[src/rtl/imem_loader_pkg.sv]
// Shared types and helpers for the instruction-memory boot loader.
// Bytes are packed little-endian into 32-bit words.
package imem_loader_pkg;

    localparam int BYTES_PER_WORD = 4;
    localparam int WORD_W         = 32;

    typedef enum logic [2:0] {
        ST_LOAD    = 3'd0,
        ST_WRITE   = 3'd1,
        ST_RELEASE = 3'd2,
        ST_RUN     = 3'd3,
        ST_ERROR   = 3'd4
    } state_e;

    // Place byte b at lane idx of word, leaving the other lanes untouched.
    function automatic logic [WORD_W-1:0] insert_byte(
        input logic [WORD_W-1:0] word,
        input logic [1:0]        idx,
        input logic [7:0]        b
    );
        logic [WORD_W-1:0] res;
        res = word;
        res[{idx, 3'b000} +: 8] = b;
        return res;
    endfunction

endpackage

[src/rtl/imem_loader_packer.sv]
// Byte packer: collects up to four bytes into a little-endian word.
// Lanes not yet written stay zero because the word is cleared after every write.
module imem_loader_packer
    import imem_loader_pkg::*;
(
    input  logic              clk,
    input  logic              rstn,
    input  logic              accept,
    input  logic              clear,
    input  logic [7:0]        data,
    output logic              word_full,
    output logic [WORD_W-1:0] word_next
);

    logic [1:0]        idx_r;
    logic [WORD_W-1:0] word_r;

    assign word_next = insert_byte(word_r, idx_r, data);
    assign word_full = accept && (idx_r == 2'd3);

    // Byte lane index and partial word storage; clear wins over a new byte.
    always_ff @(posedge clk or negedge rstn) begin
        if (!rstn) begin
            idx_r  <= 2'd0;
            word_r <= 32'h0000_0000;
        end else if (clear) begin
            idx_r  <= 2'd0;
            word_r <= 32'h0000_0000;
        end else if (accept) begin
            idx_r  <= idx_r + 2'd1;
            word_r <= word_next;
        end else begin
            idx_r  <= idx_r;
            word_r <= word_r;
        end
    end

endmodule

[src/rtl/imem_loader.sv]
// Boot loader: holds the core in reset, streams bytes into instruction memory
// one word per write, then releases the core after a fixed delay.
module imem_loader
    import imem_loader_pkg::*;
#(
    parameter int IMEM_DEPTH    = 64,
    parameter int ADDR_W        = 6,
    parameter int RELEASE_DELAY = 4
) (
    input  logic              clk,
    input  logic              rstn,
    input  logic [7:0]        s_byte,
    input  logic              s_valid,
    input  logic              s_last,
    output logic              s_ready,
    output logic              imem_we,
    output logic [ADDR_W-1:0] imem_addr,
    output logic [WORD_W-1:0] imem_wdata,
    output logic              cpu_rstn,
    output logic              load_done,
    output logic              load_error,
    output logic [ADDR_W:0]   word_count
);

    state_e            state_r;
    logic              last_r;
    logic [3:0]        rel_cnt_r;
    logic              accept_s;
    logic              at_limit_s;
    logic              pack_accept_s;
    logic              pack_clear_s;
    logic              word_full_s;
    logic [WORD_W-1:0] word_next_s;

    assign accept_s      = s_valid && s_ready;
    assign at_limit_s    = (word_count == (ADDR_W+1)'(IMEM_DEPTH));
    assign pack_accept_s = accept_s && !at_limit_s;
    assign pack_clear_s  = (state_r == ST_WRITE);

    imem_loader_packer u_packer (
        .clk       (clk),
        .rstn      (rstn),
        .accept    (pack_accept_s),
        .clear     (pack_clear_s),
        .data      (s_byte),
        .word_full (word_full_s),
        .word_next (word_next_s)
    );

    // Loader FSM with all outputs registered; imem write data is captured
    // on the edge that accepts the word's final byte.
    always_ff @(posedge clk or negedge rstn) begin
        if (!rstn) begin
            state_r    <= ST_LOAD;
            last_r     <= 1'b0;
            rel_cnt_r  <= 4'd0;
            s_ready    <= 1'b0;
            imem_we    <= 1'b0;
            imem_addr  <= '0;
            imem_wdata <= 32'h0000_0000;
            cpu_rstn   <= 1'b0;
            load_done  <= 1'b0;
            load_error <= 1'b0;
            word_count <= '0;
        end else begin
            case (state_r)
                ST_LOAD: begin
                    imem_we <= 1'b0;
                    if (accept_s && at_limit_s) begin
                        state_r    <= ST_ERROR;
                        s_ready    <= 1'b0;
                        load_error <= 1'b1;
                    end else if (accept_s && (word_full_s || s_last)) begin
                        state_r    <= ST_WRITE;
                        s_ready    <= 1'b0;
                        imem_we    <= 1'b1;
                        imem_addr  <= word_count[ADDR_W-1:0];
                        imem_wdata <= word_next_s;
                        last_r     <= s_last;
                    end else begin
                        s_ready <= 1'b1;
                    end
                end
                ST_WRITE: begin
                    imem_we    <= 1'b0;
                    word_count <= word_count + (ADDR_W+1)'(1);
                    if (last_r) begin
                        state_r   <= ST_RELEASE;
                        rel_cnt_r <= 4'(RELEASE_DELAY);
                        s_ready   <= 1'b0;
                    end else begin
                        state_r <= ST_LOAD;
                        s_ready <= 1'b1;
                    end
                end
                ST_RELEASE: begin
                    s_ready <= 1'b0;
                    // The core leaves reset on the edge that would take the count to zero.
                    if (rel_cnt_r <= 4'd1) begin
                        state_r   <= ST_RUN;
                        rel_cnt_r <= 4'd0;
                        cpu_rstn  <= 1'b1;
                        load_done <= 1'b1;
                    end else begin
                        rel_cnt_r <= rel_cnt_r - 4'd1;
                    end
                end
                ST_RUN: begin
                    s_ready   <= 1'b0;
                    cpu_rstn  <= 1'b1;
                    load_done <= 1'b1;
                end
                ST_ERROR: begin
                    s_ready    <= 1'b0;
                    cpu_rstn   <= 1'b0;
                    load_error <= 1'b1;
                end
                default: begin
                    state_r    <= ST_ERROR;
                    s_ready    <= 1'b0;
                    imem_we    <= 1'b0;
                    cpu_rstn   <= 1'b0;
                    load_error <= 1'b1;
                end
            endcase
        end
    end

endmodule
[config.mk]
export PLATFORM = sky130hd
export DESIGN_NAME = imem_loader
export DESIGN_NICKNAME = d
export VERILOG_FILES = /design/src/rtl/imem_loader_pkg.sv /design/src/rtl/imem_loader_packer.sv /design/src/rtl/imem_loader.sv
export SDC_FILE = /design/constraint.sdc
export NUM_CORES = 1
export LEC_CHECK = 0
export BUFFER_PORTS_ARGS = -buffer_cell sky130_fd_sc_hd__buf_2
export CORE_AREA = 2 2 107 109
export CTS_BUF_LIST = sky130_fd_sc_hd__clkbuf_2
export DETAILED_ROUTE_END_ITERATION = 16
export DIE_AREA = 0 0 109 111
export HOLD_SLACK_MARGIN = 0.15
export PLACE_DENSITY = 0.57
export SETUP_SLACK_MARGIN = 0.4
export SLEW_MARGIN = 20
export SYNTH_ARGS = -nofsm -noshare
export SYNTH_HDL_FRONTEND = slang
export SYNTH_SLANG_ARGS = --single-unit
[constraint.sdc]
create_clock -name clk -period 2.1 [get_ports clk]
set_input_delay 0.42 -clock clk [delete_from_list [all_inputs] [get_ports clk]]
set_output_delay 0.42 -clock clk [all_outputs]
set_load 0.01 [all_outputs]
# ---- Yosys cells after proc, flatten, opt, wreduce, memory -nomap -nowiden
# Cells that the tools add are included.
dict set report word_totals {
  ff_bits 92
  input_bits 12
  elab_cells 80
}
dict set report classes {
  addsub 4
  magnitude_cmp 1
  eq_ne 10
  n_shift 2
  mux 25
  n_bitwise 4
  reduce_logical 21
}
# operator n
set op_table {}
lappend op_table {{two-way mux 32 bit} 2}
lappend op_table {{bitwise mux 32 bit} 1}
lappend op_table {{variable shift 8 x 7 -> 32 bit (first input constant)} 1}
lappend op_table {{variable part select 8 x 7 -> 32 bit} 1}
lappend op_table {{one-hot mux 3 bit (4 select lines)} 1}
lappend op_table {{two-way mux 3 bit} 3}
lappend op_table {{two-way mux 4 bit} 2}
lappend op_table {{one-hot mux 1 bit (2 select lines)} 4}
lappend op_table {{one-hot mux 4 bit (2 select lines)} 1}
lappend op_table {{AND reduction 2 bit} 4}
lappend op_table {{adder 7 x 1 -> 7 bit (second input constant)} 1}
lappend op_table {{equality test 7 bit (second input constant)} 1}
lappend op_table {{two-way mux 1 bit} 7}
lappend op_table {{negation 5 -> 7 bit} 1}
lappend op_table {{equality test 3 x 2 -> 1 bit (second input constant)} 2}
lappend op_table {{two-way mux 2 bit} 3}
lappend op_table {{!= test 2 bit (second input constant)} 3}
lappend op_table {{AND reduction 3 bit} 2}
lappend op_table {{nonzero test 2 bit} 3}
lappend op_table {{OR reduction 3 bit} 2}
lappend op_table {{logical AND 1 bit} 5}
lappend op_table {{<= comparator 4 x 1 -> 1 bit (second input constant)} 1}
lappend op_table {{inverter 1 bit} 4}
lappend op_table {{OR reduction 2 bit} 2}
lappend op_table {{other kinds (10)} 10}

# ---- Longest topological paths before layout
# Gate-level depths: netlist of the first run.
dict set report depth {
  word_depth 9
  depth_mapped 8
  depth_no_buf 6
}

# ---- By module
# Synthesis of the first run repeated with hierarchy kept, for this count alone.
dict set report hier_totals {
  cells_unflattened 371
  area_unflattened_um2 4376.7
}
# mod n_inst cells_per_inst area_each_um2 seq_area_each_um2
set by_module_without_submodules {}
lappend by_module_without_submodules {imem_loader 1 171 2416.1 1451.4}
lappend by_module_without_submodules {imem_loader_packer 1 200 1960.6 850.8}

# ---- Worst setup path before layout of the first run
# Ideal clock, no wire load.
dict set report synth_timing {
  path_type {register to register}
  start {register u_packer.idx_r[0]}
  end {register u_packer.word_r[10]}
  setup_ps 121
  arrival_time_ps 1680
  required_time_ps 1979
  path_slack_ps 299
  stages_incl_launch_ff 8
  n_path_buf 2
  cell_sequence {dfrtp_1 inv_1 ha_1 and4b_1 buf_2 and3_1 buf_2 a22o_1}
}
dict set report synth_via {
  elab_chain_len 5
  elab_cells_between_ends 6
  classes_between {1 x add/sub; 2 x shift; 3 x mux}
}
# item line
set synth_lines {}
lappend synth_lines {{from (decl)} imem_loader_packer.sv:15} ;# logic [1:0] idx_r;
lappend synth_lines {{from (signal assigned)} imem_loader_packer.sv:30} ;# idx_r <= idx_r + 2'd1;
lappend synth_lines {{from (signal assigned)} imem_loader_packer.sv:33} ;# idx_r <= idx_r;
lappend synth_lines {{negation 5 -> 7 bit (*)} imem_loader_pkg.sv:24} ;# res[{idx, 3'b000} +: 8] = b;
lappend synth_lines {{variable part select 8 x 7 -> 32 bit or variable shift 8 x 7 -> 32 bit (tied branches)} imem_loader_pkg.sv:24}
lappend synth_lines {{bitwise mux 32 bit (*)} imem_loader_pkg.sv:24}
lappend synth_lines {{two-way mux 32 bit (*)} imem_loader_packer.sv:29} ;# end else if (accept) begin
lappend synth_lines {{two-way mux 32 bit (*)} imem_loader_packer.sv:26} ;# end else if (clear) begin
lappend synth_lines {{to (signal assigned)} imem_loader_packer.sv:31} ;# word_r <= word_next;
lappend synth_lines {{to (signal assigned)} imem_loader_packer.sv:34} ;# word_r <= word_r;
lappend synth_lines {{to (decl)} imem_loader_packer.sv:16} ;# logic [WORD_W-1:0] word_r;
# Mark *: on every way between the ends. The rest lies on a longest branch, timed or not. The select of a mux whose other input is x is not followed.
# A chain may end at the register's enable or synchronous reset.

# ---- Worst setup path after layout of the first run
dict set report layout_timing {
  start {register word_count[1]}
  end {register imem_wdata[23]}
}
dict set report layout_via {
  elab_chain_len 7
  elab_cells_between_ends 9
  classes_between {1 x eq/ne; 1 x bitwise; 7 x reduce/logical}
}
# item line
set layout_lines {}
lappend layout_lines {{from (decl)} imem_loader.sv:22} ;# output logic [ADDR_W:0] word_count
lappend layout_lines {{from (signal assigned)} imem_loader.sv:86} ;# word_count <= word_count + (ADDR_W+1)'(1);
lappend layout_lines {{equality test 7 bit (*)} imem_loader.sv:36} ;# assign at_limit_s = (word_count == (ADDR_W+1)'(IMEM_DEPTH));
lappend layout_lines {{logical NOT 1 bit} imem_loader.sv:37} ;# assign pack_accept_s = accept_s && !at_limit_s;
lappend layout_lines {{logical AND 1 bit} imem_loader.sv:37}
lappend layout_lines {{logical AND 1 bit} imem_loader_packer.sv:19} ;# assign word_full = accept && (idx_r == 2'd3);
lappend layout_lines {{logical OR 1 bit} imem_loader.sv:73} ;# end else if (accept_s && (word_full_s || s_last)) begin
lappend layout_lines {{logical AND 1 bit} imem_loader.sv:73}
lappend layout_lines {{AND reduction 3 bit (no line) (*)} n/a}
lappend layout_lines {{to (signal assigned)} imem_loader.sv:78} ;# imem_wdata <= word_next_s;
lappend layout_lines {{to (decl)} imem_loader.sv:18} ;# output logic [WORD_W-1:0] imem_wdata,
# Mark *: on every way between the ends. The rest lies on a longest branch, timed or not.

==> results by group, run 1 <==
Logic synthesis
  – Cell variety after synth: 37
  – Synthesized area: 0.00431 mm²
  – Yosys reg bits: 92
  – Mapped Nets: 403
  – Post-Syn Instances: 382
  – Yosys warnings: 0
  – Average size of a mapped cell: 11.3 µm²
  – Sequential fraction of the synthesis area: 53.4%

CTS
  – H-tree depth: 3
  – Clock-pin transition on the worst setup and hold timing paths: 0.24 ns
  – CTS Buf Count: 9
  – Clock sink total: 92
  – TritonCTS clock tree: built
  – Max Root-Sink Buffers: 2
  – Clock Latency Late Sink: 0.56 ns
  – Root Driver: clkbuf_2

Layout
  – Commonest non-fill, non-tap cell in the layout: dfrtp_1
  – ANT cells: 0
  – Final net count: 480
  – Final Core Density: 46.8%
  – Most frequent cells in the layout: dfrtp_1, buf_2, nand2_1
  – Layout cells sized above 1: 37.9%
  – Area growth, synth to finish: 20.4%
  – Filler cells: 1027

Floorplanning
  – Initial Utilization: 38.9%
  – Ports: 62
  – Die width: 109 µm
  – Die Ht: 111 µm
  – Rows: 39
  – Die Footprint: 0.0121 mm²
  – Placeable Area: 0.0111 mm²

Setup path
  – Crit path largest cell delay: 0.44 ns
  – Crit-path slowest cell: dfrtp_1
  – Cell Chain, Critical Path: inv_2 > ha_4 > nor4b_4 > a31oi_4 > nand3_4 > buf_12 > mux2_2
  – Required time worst endpoint: 2.56 ns
  – Crit path kind: flip-flop to flip-flop
  – Worst Path Arrival: 2.26 ns
  – CP Capture Type: flip-flop
  – CP delay by family, top: flip-flops
  – CP bufs+invs: 2
  – Critical Path Fanout Max: 17
  – Startpoint types: flip-flop

Hold path
  – Type of the tightest min-delay check: primary input to flip-flop

STA
  – Worst-Margin Slew: 0.455 ns
  – Hold Fails Final Rpt: 0
  – Pins Over Slew Limit: 0
  – RSZ-0062 raised after global routing: true
  – Setup violations, final: 0
  – Fmax achieved: 557 MHz
  – Hold slack: 0.218 ns
  – Worst clock skew: 0.0356 ns
  – Minimum clock period: 1.80 ns
  – Post-route setup TNS: 0 ns
  – Headroom to the max-slew limit: 69.7%
  – Tcrit/Tclk final: 85.5%

Global route
  – Global-route usage over all layers: 16.3%
  – Vias in the first global route: 2921
  – Global-route wire length before repair: 15200 µm
  – Global route overflow: 0
  – Largest net degree at the start of global routing: 37
  – Initial antenna violation count: 0

Pwr
  – Total chip power: 4.71 mW
  – Power per cell area: 908 mW/mm²
  – Sw frac: 32.6%
  – Gate power share: 32.7%
  – P_leak: 2.60 nW
  – Int Power: 3.17 mW
  – Psw: 1.53 mW
  – Worst VDD drop: 0.698 mV
  – Register share of total power: 49.0%
  – Clock Power Share: 18.4%

Placement
  – Port Buffers: 61
  – GPL Wtd Cong: 0.746
  – Final HPWL DP: 6170 µm

Detailed routing
  – DRC: 0
  – Post-Route WL: 9360 µm
  – Initial DRT Pass Iterations: 4
  – DR vias: 3000
  – DRT antenna net count: 0
  – DRT iter0 DRCs: 144
  – DR WL/cell: 15.4 µm
  – Avg Vias per Cell: 4.94

Job
  – Max cap viols: 0

Outcome
  – Outcome: completed
cells by family (layout without fill, tap and decap cells):
kind of cell,after synthesis,in the layout,share of synthesized area (%)
DFF,92,92,53.4
and+or+nand+nor,78,78,9.44
buffers and inverters,70,152,7.99
xor gates and xnor gates,8,8,1.63
muxes,39,39,10.2
adders and majority gates,9,9,2.61
AOI/OAI and AO/OA,86,86,14.7
power by group through the flow:
| stage | Clock, mW | Sequential [mW] | Combinational, mW |
|---|---|---|---|
| 2_1_floorplan | 0 | 2.40 | 0.815 |
| 3_3_place_gp | 0 | 2.35 | 1.28 |
| 3_5_place_dp | 0 | 2.37 | 1.29 |
| 4_1_cts | 0.910 | 2.31 | 1.40 |
| 5_1_grt | 0.987 | 2.36 | 1.71 |
| 6_report | 0.865 | 2.31 | 1.54 |
synthesized netlist by cell type:
master	count	area, µm²
or2_2	2	12.5
clkbuf_1	3	11.3
nand3_2	1	10.0
and3_1	5	31.3
o211ai_1	1	7.51
nor2b_1	1	6.26
o311a_1	1	10.0
and2_4	1	8.76
dfrtp_1	92	2300
nand4_1	2	12.5
nand2b_1	2	12.5
a32oi_1	1	8.76
o31ai_1	1	7.51
nor2_1	8	30.0
o21ai_0	38	190
inv_1	42	158
a31oi_4	1	21.3
nor4b_4	1	23.8
mux2_2	36	405
nor4bb_1	3	30.0
a21oi_1	5	25.0
and3_4	2	22.5
clkbuf_2	2	10.0
a21oi_4	4	65.1
a41o_1	1	10.0
and4b_1	1	10.0
nand3_1	2	10.0
mux2_1	3	33.8
nand3b_1	2	15.0
ha_1	9	113
nor3_1	2	10.0
a22o_1	32	280
xnor2_1	8	70.1
buf_6	8	90.1
buf_2	15	75.1
nand2_1	43	161
o21bai_1	1	7.51
path summary, 6_finish.rpt:
path                          startpoint             endpoint  slack (ns)  cells after the start
max in group asynchronous           rstn        word_count[6]        1.16                      3
setup reg to reg           word_count[1]       imem_wdata[23]        0.30                      7
setup / recovery           word_count[1]       imem_wdata[23]        0.30                      7
hold / removal                 s_byte[0]  u_packer.word_r[24]        0.22                      2
hold reg to reg               load_error           load_error        0.50                      1
min in group asynchronous           rstn  u_packer.word_r[18]        0.30                      2
sequential cells by signal (all words and copies together), names as in the netlist, 2 cells and up:
name,cells
u_packer.idx_r,2
imem_wdata,32
u_packer.word_r,32
rel_cnt_r,4
word_count,7
imem_addr,6
state_r,3
cell type report:
type	count	area (µm²)	share of cell area [%]
clock inverters	3	38.8	0.748
well taps	143	179	3.45
clock buffers	13	65.1	1.25
repair buffers	94	638	12.3
flip-flops and latches	92	2310	44.5
multi-input cells	220	1800	34.7
inverters	42	158	3.04
stage by stage:
step	setup slack (ns)	cell area (µm²)	std cells
after global placement	0.232	4850	574
after floorplan	0.352	4410	382
after global routing	0.238	5190	607
after CTS	0.333	5050	600
after detailed placement	0.180	4850	574
final	0.305	5190	607
metal layers:
layer / track usage (%) / share of wire, % / vias up
li1: - / - / 1440
met1: 23.1 / 47 / 1478
met2: 24.4 / 46 / 72
met3: 4.70 / 5.6 / 10
met4: 4.19 / 1.2 / 0
met5: 0 / 0 / -
what timing repair did:
item                                    CTS  global route
buffers inserted                          7             6
gates resized for setup                   9            22
cloned                                    0             1
endpoints found under the hold margin    77             0
hold buffers                              3             0
pin swaps                                 0             6
endpoints found under the setup margin   74            85
Power figures use the tool's default switching activity.
==> run 2, diff against run 1 <==
- CORE_AREA: 2 2 107 109 -> 2 2 114 116
- DIE_AREA: 0 0 109 111 -> 0 0 116 118
- PLACE_DENSITY: 0.57 -> 0.51
==> run 2 against run 1 <==
Net effect:
- via count up 0.10%
- count of clock-buffer cells in the layout decreased by 1
- critical path type unchanged
- cell area fell by 0.36%
- clock skew fell by 0.00056 ns
- core utilization decreased by 5.2 points
==> results by group, run 2 (synthesis gave the netlist of run 1 again) <==
Pwr
  – Gate power share: 32.8% (was 32.7%)
  – Power per cell area: 885 mW/mm² (was 908 mW/mm²)
  – Psw: 1.55 mW (was 1.53 mW)
  – Int Power: 3.03 mW (was 3.17 mW)
  – Register share of total power: 50.6% (was 49.0%)
  – P_leak: 2.57 nW (was 2.60 nW)
  – Total chip power: 4.57 mW (was 4.71 mW)
  – Clock Power Share: 16.6% (was 18.4%)
  – Sw frac: 33.9% (was 32.6%)
  – Worst VDD drop: 0.499 mV (was 0.698 mV)

STA
  – Setup violations, final: 0 (unchanged)
  – Minimum clock period: 1.83 ns (was 1.80 ns)
  – RSZ-0062 raised after global routing: true (unchanged)
  – Headroom to the max-slew limit: 67.2% (was 69.7%)
  – Pins Over Slew Limit: 0 (unchanged)
  – Tcrit/Tclk final: 87.1% (was 85.5%)
  – Worst-Margin Slew: 0.492 ns (was 0.455 ns)
  – Post-route setup TNS: 0 ns (unchanged)
  – Fmax achieved: 547 MHz (was 557 MHz)
  – Worst clock skew: 0.0350 ns (was 0.0356 ns)
  – Hold Fails Final Rpt: 0 (unchanged)

Global route
  – Largest net degree at the start of global routing: 93 (was 37)
  – Vias in the first global route: 2818 (was 2921)
  – Initial antenna violation count: 0 (unchanged)
  – Global route overflow: 0 (unchanged)
  – Global-route wire length before repair: 15000 µm (was 15200 µm)
  – Global-route usage over all layers: 14.0% (was 16.3%)

Floorplanning
  – Die Footprint: 0.0137 mm² (was 0.0121 mm²)
  – Die Ht: 118 µm (was 111 µm)
  – Initial Utilization: 34.7% (was 38.9%)
  – Die width: 116 µm (was 109 µm)
  – Rows: 41 (was 39)
  – Ports: 62 (unchanged)
  – Placeable Area: 0.0124 mm² (was 0.0111 mm²)

Hold path
  – Type of the tightest min-delay check: primary input to flip-flop (unchanged)
  – Hold_sp: s_byte[0] (unchanged)
  – Hold Path End: u_packer.word_r[8] (was u_packer.word_r[24])
  – Hold Path Depth: 2 (unchanged)

Layout
  – Layout cells sized above 1: 36.8% (was 37.9%)
  – Final net count: 475 (was 480)
  – ANT cells: 0 (unchanged)
  – Commonest non-fill, non-tap cell in the layout: dfrtp_1 (unchanged)
  – Most frequent cells in the layout: dfrtp_1, buf_2, nand2_1 (unchanged)
  – Largest registers: imem_wdata x32, u_packer.word_r x32, word_count x7 (unchanged)
  – Area growth, synth to finish: 20.0% (was 20.4%)

Detailed routing
  – DRC: 0 (unchanged)
  – DR WL/cell: 15.4 µm (about the same)
  – DRT iter0 DRCs: 214 (was 144)
  – Initial DRT Pass Iterations: 4 (unchanged)
  – Avg Vias per Cell: 4.76 (was 4.94)
  – DR vias: 3003 (was 3000)
  – Post-Route WL: 9740 µm (was 9360 µm)
  – DRT antenna net count: 0 (unchanged)

Setup path
  – CP bufs+invs: 2 (unchanged)
  – Reg2reg start: word_count[0] (was word_count[1])
  – Worst Path Arrival: 2.31 ns (was 2.26 ns)
  – FF-to-FF setup slack: 0.27 ns (was 0.30 ns)
  – Crit path largest cell delay: 0.45 ns (was 0.44 ns)
  – Critical Path Fanout Max: 9 (was 17)
  – Reg2Reg Depth: 7 (unchanged)
  – Cell Chain, Critical Path: inv_2 > ha_4 > nor4b_4 > a31oi_4 > nand3_4 > clkbuf_16 > mux2_2 (was inv_2 > ha_4 > nor4b_4 > a31oi_4 > nand3_4 > buf_12 > mux2_2)
  – RR Endpoint: imem_wdata[4] (was imem_wdata[23])
  – CP Capture Type: flip-flop (unchanged)
  – Crit path kind: flip-flop to flip-flop (unchanged)
  – Startpoint types: flip-flop (unchanged)
  – Crit-path slowest cell: dfrtp_1 (unchanged)
  – Required time worst endpoint: 2.59 ns (was 2.56 ns)
  – CP delay by family, top: flip-flops (unchanged)

CTS
  – Clock sink total: 92 (unchanged)
  – Clock-pin transition on the worst setup and hold timing paths: 0.24 ns (about the same)
  – H-tree depth: 3 (unchanged)
  – Root Driver: clkbuf_2 (unchanged)
  – Max Root-Sink Buffers: 2 (unchanged)
  – Clock Latency Late Sink: 0.58 ns (was 0.56 ns)
  – CTS Buf Count: 9 (unchanged)
  – TritonCTS clock tree: built (unchanged)

Job
  – Max cap viols: 0 (unchanged)

Placement
  – GPL Wtd Cong: 0.743 (was 0.746)
  – Final HPWL DP: 6150 µm (was 6170 µm)
  – Port Buffers: 61 (unchanged)

Outcome
  – Outcome: completed (unchanged)
## run 2: how the worst max path moves through the flow
stage                              from                  end  slack [ns]  depth (start not counted)
after detailed placement  word_count[1]   u_packer.word_r[3]        0.21                          7
after global placement    word_count[0]  u_packer.word_r[10]        0.29                          7
final                     word_count[0]        imem_wdata[4]        0.27                          7
after global routing      word_count[0]       imem_wdata[30]        0.18                          7
after floorplan           word_count[0]  u_packer.word_r[24]        0.35                          8
after CTS                 word_count[0]               last_r        0.27                          7
## run 2: power by group through the flow
stage | Combinational (mW) | Clock (mW) | Sequential [mW]
global route | 1.66 | 0.885 | 2.36
CTS | 1.42 | 0.805 | 2.31
floorplan | 0.815 | 0 | 2.40
finish | 1.50 | 0.758 | 2.32
detailed placement | 1.31 | 0 | 2.37
global placement | 1.28 | 0 | 2.36
## run 2: final cells by class
| type | count | area [µm²] |
|---|---|---|
| clock buffers | 12 | 60.1 |
| clock inverters | 4 | 26.3 |
| fillers | 1239 | 7250 |
| inverters | 42 | 160 |
| multi-input cells | 220 | 1780 |
| flip-flops and latches | 92 | 2310 |
| well taps | 172 | 215 |
| repair buffers | 89 | 618 |
## run 2: metrics by stage
stage          instance area (µm²)  hold WS [ns]  instances  utilization (%)  worst slack [ns]
2_1_floorplan                 4410         0.124        382                -             0.352
3_3_place_gp                  4870         0.448        601             39.2             0.294
3_5_place_dp                  4870         0.448        601             39.2             0.206
4_1_cts                       5030         0.173        624             40.5             0.269
5_1_grt                       5170         0.157        631             41.6             0.181
6_report                      5170         0.212        631             41.6             0.271
## run 2: layer usage
| metal | vias to the layer above | global-route usage (%) | share of wire [%] |
|---|---|---|---|
| met5 | - | 0 | 0 |
| met4 | 0 | 3.57 | 1.2 |
| met3 | 10 | 4.33 | 4.8 |
| met2 | 64 | 20.1 | 45 |
| met1 | 1487 | 20.6 | 49 |
| li1 | 1442 | - | - |
## run 2: timing repair
item / 4_1_cts / 5_1_grt
hold endpoints to repair: 94 / 0
resized for setup: 5 / 13
hold buffers: 3 / 0
pin swaps: 2 / 3
endpoints found under the setup margin: 75 / 85
cloned: 0 / 3
buffers inserted: 4 / 4
==> run 3, diff against run 2 <==
- CORE_AREA: 2 2 114 116 -> 2 2 89 91
- DIE_AREA: 0 0 116 118 -> 0 0 91 93
- PLACE_DENSITY: 0.51 -> 0.78
- RECOVER_POWER: not set -> 50
- SLEW_MARGIN: 20 -> not set
==> run 3 against run 2 <==
Net effect:
- cell area down 0.99%
- setup slack got worse by 0.0025 ns
- clock power up 14%
- power rose by 5.4%
- maximum frequency is 0.14% lower
==> results by group, run 3 (synthesis gave the netlist of run 1 again) <==
Layout
  – Area growth, synth to finish: 18.8% (was 20.0%)
  – Largest registers: imem_wdata x32, u_packer.word_r x32, word_count x7 (unchanged)
  – Most frequent cells in the layout: dfrtp_1, nand2_1, buf_2 (was dfrtp_1, buf_2, nand2_1)
  – Layout cells sized above 1: 33.9% (was 36.8%)
  – Final Core Density: 68.0% (was 41.6%)
  – Final net count: 479 (was 475)
  – ANT cells: 0 (unchanged)
  – Commonest non-fill, non-tap cell in the layout: dfrtp_1 (unchanged)

Detailed routing
  – DR WL/cell: 16.0 µm (was 15.4 µm)
  – DR vias: 3077 (was 3003)
  – DRT antenna net count: 0 (unchanged)
  – Initial DRT Pass Iterations: 4 (unchanged)
  – DRT iter0 DRCs: 164 (was 214)
  – Avg Vias per Cell: 5.45 (was 4.76)
  – DRC: 0 (unchanged)
  – Post-Route WL: 9020 µm (was 9740 µm)

Pwr
  – Gate power share: 33.8% (was 32.8%)
  – Power per cell area: 942 mW/mm² (was 885 mW/mm²)
  – Total chip power: 4.82 mW (was 4.57 mW)
  – Register share of total power: 48.2% (was 50.6%)
  – Int Power: 3.22 mW (was 3.03 mW)
  – Worst VDD drop: 0.702 mV (was 0.499 mV)
  – Psw: 1.60 mW (was 1.55 mW)
  – Clock Power Share: 18.0% (was 16.6%)
  – Sw frac: 33.1% (was 33.9%)
  – P_leak: 2.50 nW (was 2.57 nW)

CTS
  – Root Driver: clkbuf_2 (unchanged)
  – Clock Latency Late Sink: 0.55 ns (was 0.58 ns)
  – Clock-pin transition on the worst setup and hold timing paths: 0.23 ns (was 0.24 ns)
  – TritonCTS clock tree: built (unchanged)
  – H-tree depth: 3 (unchanged)
  – CTS Buf Count: 9 (unchanged)
  – Clock sink total: 92 (unchanged)
  – Max Root-Sink Buffers: 2 (unchanged)

Setup path
  – Startpoint types: flip-flop (unchanged)
  – Critical Path Fanout Max: 17 (was 9)
  – Cell Chain, Critical Path: inv_2 > ha_4 > nor4b_4 > a31oi_4 > nand3_4 > buf_12 > mux2_2 (was inv_2 > ha_4 > nor4b_4 > a31oi_4 > nand3_4 > clkbuf_16 > mux2_2)
  – Required time worst endpoint: 2.54 ns (was 2.59 ns)
  – Crit path largest cell delay: 0.45 ns (about the same)
  – Crit path kind: flip-flop to flip-flop (unchanged)
  – CP Capture Type: flip-flop (unchanged)
  – Worst Path Arrival: 2.27 ns (was 2.31 ns)
  – Crit-path slowest cell: dfrtp_1 (unchanged)

Placement
  – Final HPWL DP: 5920 µm (was 6150 µm)
  – GPL Wtd Cong: 0.771 (was 0.743)
  – Port Buffers: 61 (unchanged)

STA
  – Worst-Margin Slew: 0.911 ns (was 0.492 ns)
  – Pins Over Slew Limit: 0 (unchanged)
  – RSZ-0062 raised after global routing: true (unchanged)
  – Fmax achieved: 546 MHz (was 547 MHz)
  – Minimum clock period: 1.83 ns (about the same)
  – Worst clock skew: 0.0315 ns (was 0.0350 ns)
  – Hold Fails Final Rpt: 0 (unchanged)
  – Tcrit/Tclk final: 87.2% (was 87.1%)
  – Setup violations, final: 0 (unchanged)
  – Post-route setup TNS: 0 ns (unchanged)
  – Headroom to the max-slew limit: 39.3% (was 67.2%)

Global route
  – Initial antenna violation count: 0 (unchanged)
  – Global-route usage over all layers: 22.3% (was 14.0%)
  – Global-route wire length before repair: 14800 µm (was 15000 µm)
  – Largest net degree at the start of global routing: 39 (was 93)
  – Global route overflow: 0 (unchanged)
  – Vias in the first global route: 3022 (was 2818)

Floorplanning
  – Die Footprint: 0.00846 mm² (was 0.0137 mm²)
  – Die width: 91 µm (was 116 µm)
  – Rows: 32 (was 41)
  – Placeable Area: 0.00753 mm² (was 0.0124 mm²)
  – Die Ht: 93 µm (was 118 µm)
  – Ports: 62 (unchanged)
  – Initial Utilization: 57.2% (was 34.7%)

Hold path
  – Type of the tightest min-delay check: primary input to flip-flop (unchanged)

Outcome
  – Outcome: completed (unchanged)

Job
  – Max cap viols: 0 (unchanged)
[run 3: changes by cell type in the layout (fill, tap and decap cells not counted), moves of 3 or more]
cell        delta
clkinvlp_4     +3
buf_6          +3
clkbuf_1      +20
buf_2         -18
[run 3: final cells by class]
cell class | count | area, µm²
clock buffer | 10 | 50.0
clock inverter | 6 | 65.1
fill | 588 | 2410
inverter | 42 | 160
multi-input combinational | 220 | 1830
sequential | 92 | 2310
tap | 102 | 128
timing repair buffer | 93 | 576
[run 3: path summary, 6_finish.rpt]
kind                                from        endpoint  slack, ns  depth (start not counted)
max in group asynchronous           rstn   word_count[2]       0.36                          3
max reg2reg                word_count[1]  imem_wdata[22]       0.27                          7
min in group asynchronous           rstn  imem_wdata[11]       0.48                          2
min reg2reg                   load_error      load_error       0.50                          1
max                        word_count[1]  imem_wdata[22]       0.27                          7
min                              s_valid      state_r[2]       0.17                          2
[run 3: worst max-delay path: cells and delay by family, from the launching register on]
family	cells	cell delay [ns]
mux	1	0.34
fa+ha+maj	1	0.12
buf+inv	2	0.26
flops	1	0.45
compound gates	1	0.15
simple gates	2	0.40
[run 3: layer usage]
| metal | wire [µm] | global-route usage, % | up-vias |
|---|---|---|---|
| met5 | 0 | 0 | - |
| met4 | 242 | 9.22 | 0 |
| met3 | 608 | 3.63 | 18 |
| met2 | 4210 | 35.6 | 112 |
| met1 | 3960 | 30.7 | 1507 |
| li1 | - | - | 1440 |
[run 3: power groups by stage]
stage	sequential, mW	clock (mW)	combinational [mW]
after floorplan	2.40	0	0.815
after global placement	2.35	0	1.24
after detailed placement	2.36	0	1.28
after CTS	2.32	0.890	1.49
after global routing	2.36	0.958	1.80
final	2.32	0.867	1.63
[run 3: timing repair]
action / in CTS / in global routing
gates cloned: 2 / 0
hold buffers: 2 / 0
setup buffers: 9 / 5
pin swaps: 4 / 1
endpoints found under the hold margin: 36 / 0
resized for setup: 16 / 15
endpoints found under the setup margin: 75 / 83
[run 3: stage by stage]
stage,hold slack (ns),setup WS (ns),cells,cell area (µm²)
CTS,0.152,0.279,560,5070
global route,0.163,0.115,565,5120
detailed placement,0.413,0.183,531,4780
finish,0.174,0.269,565,5120
floorplan,0.124,0.352,382,4410
global placement,0.410,0.270,531,4780
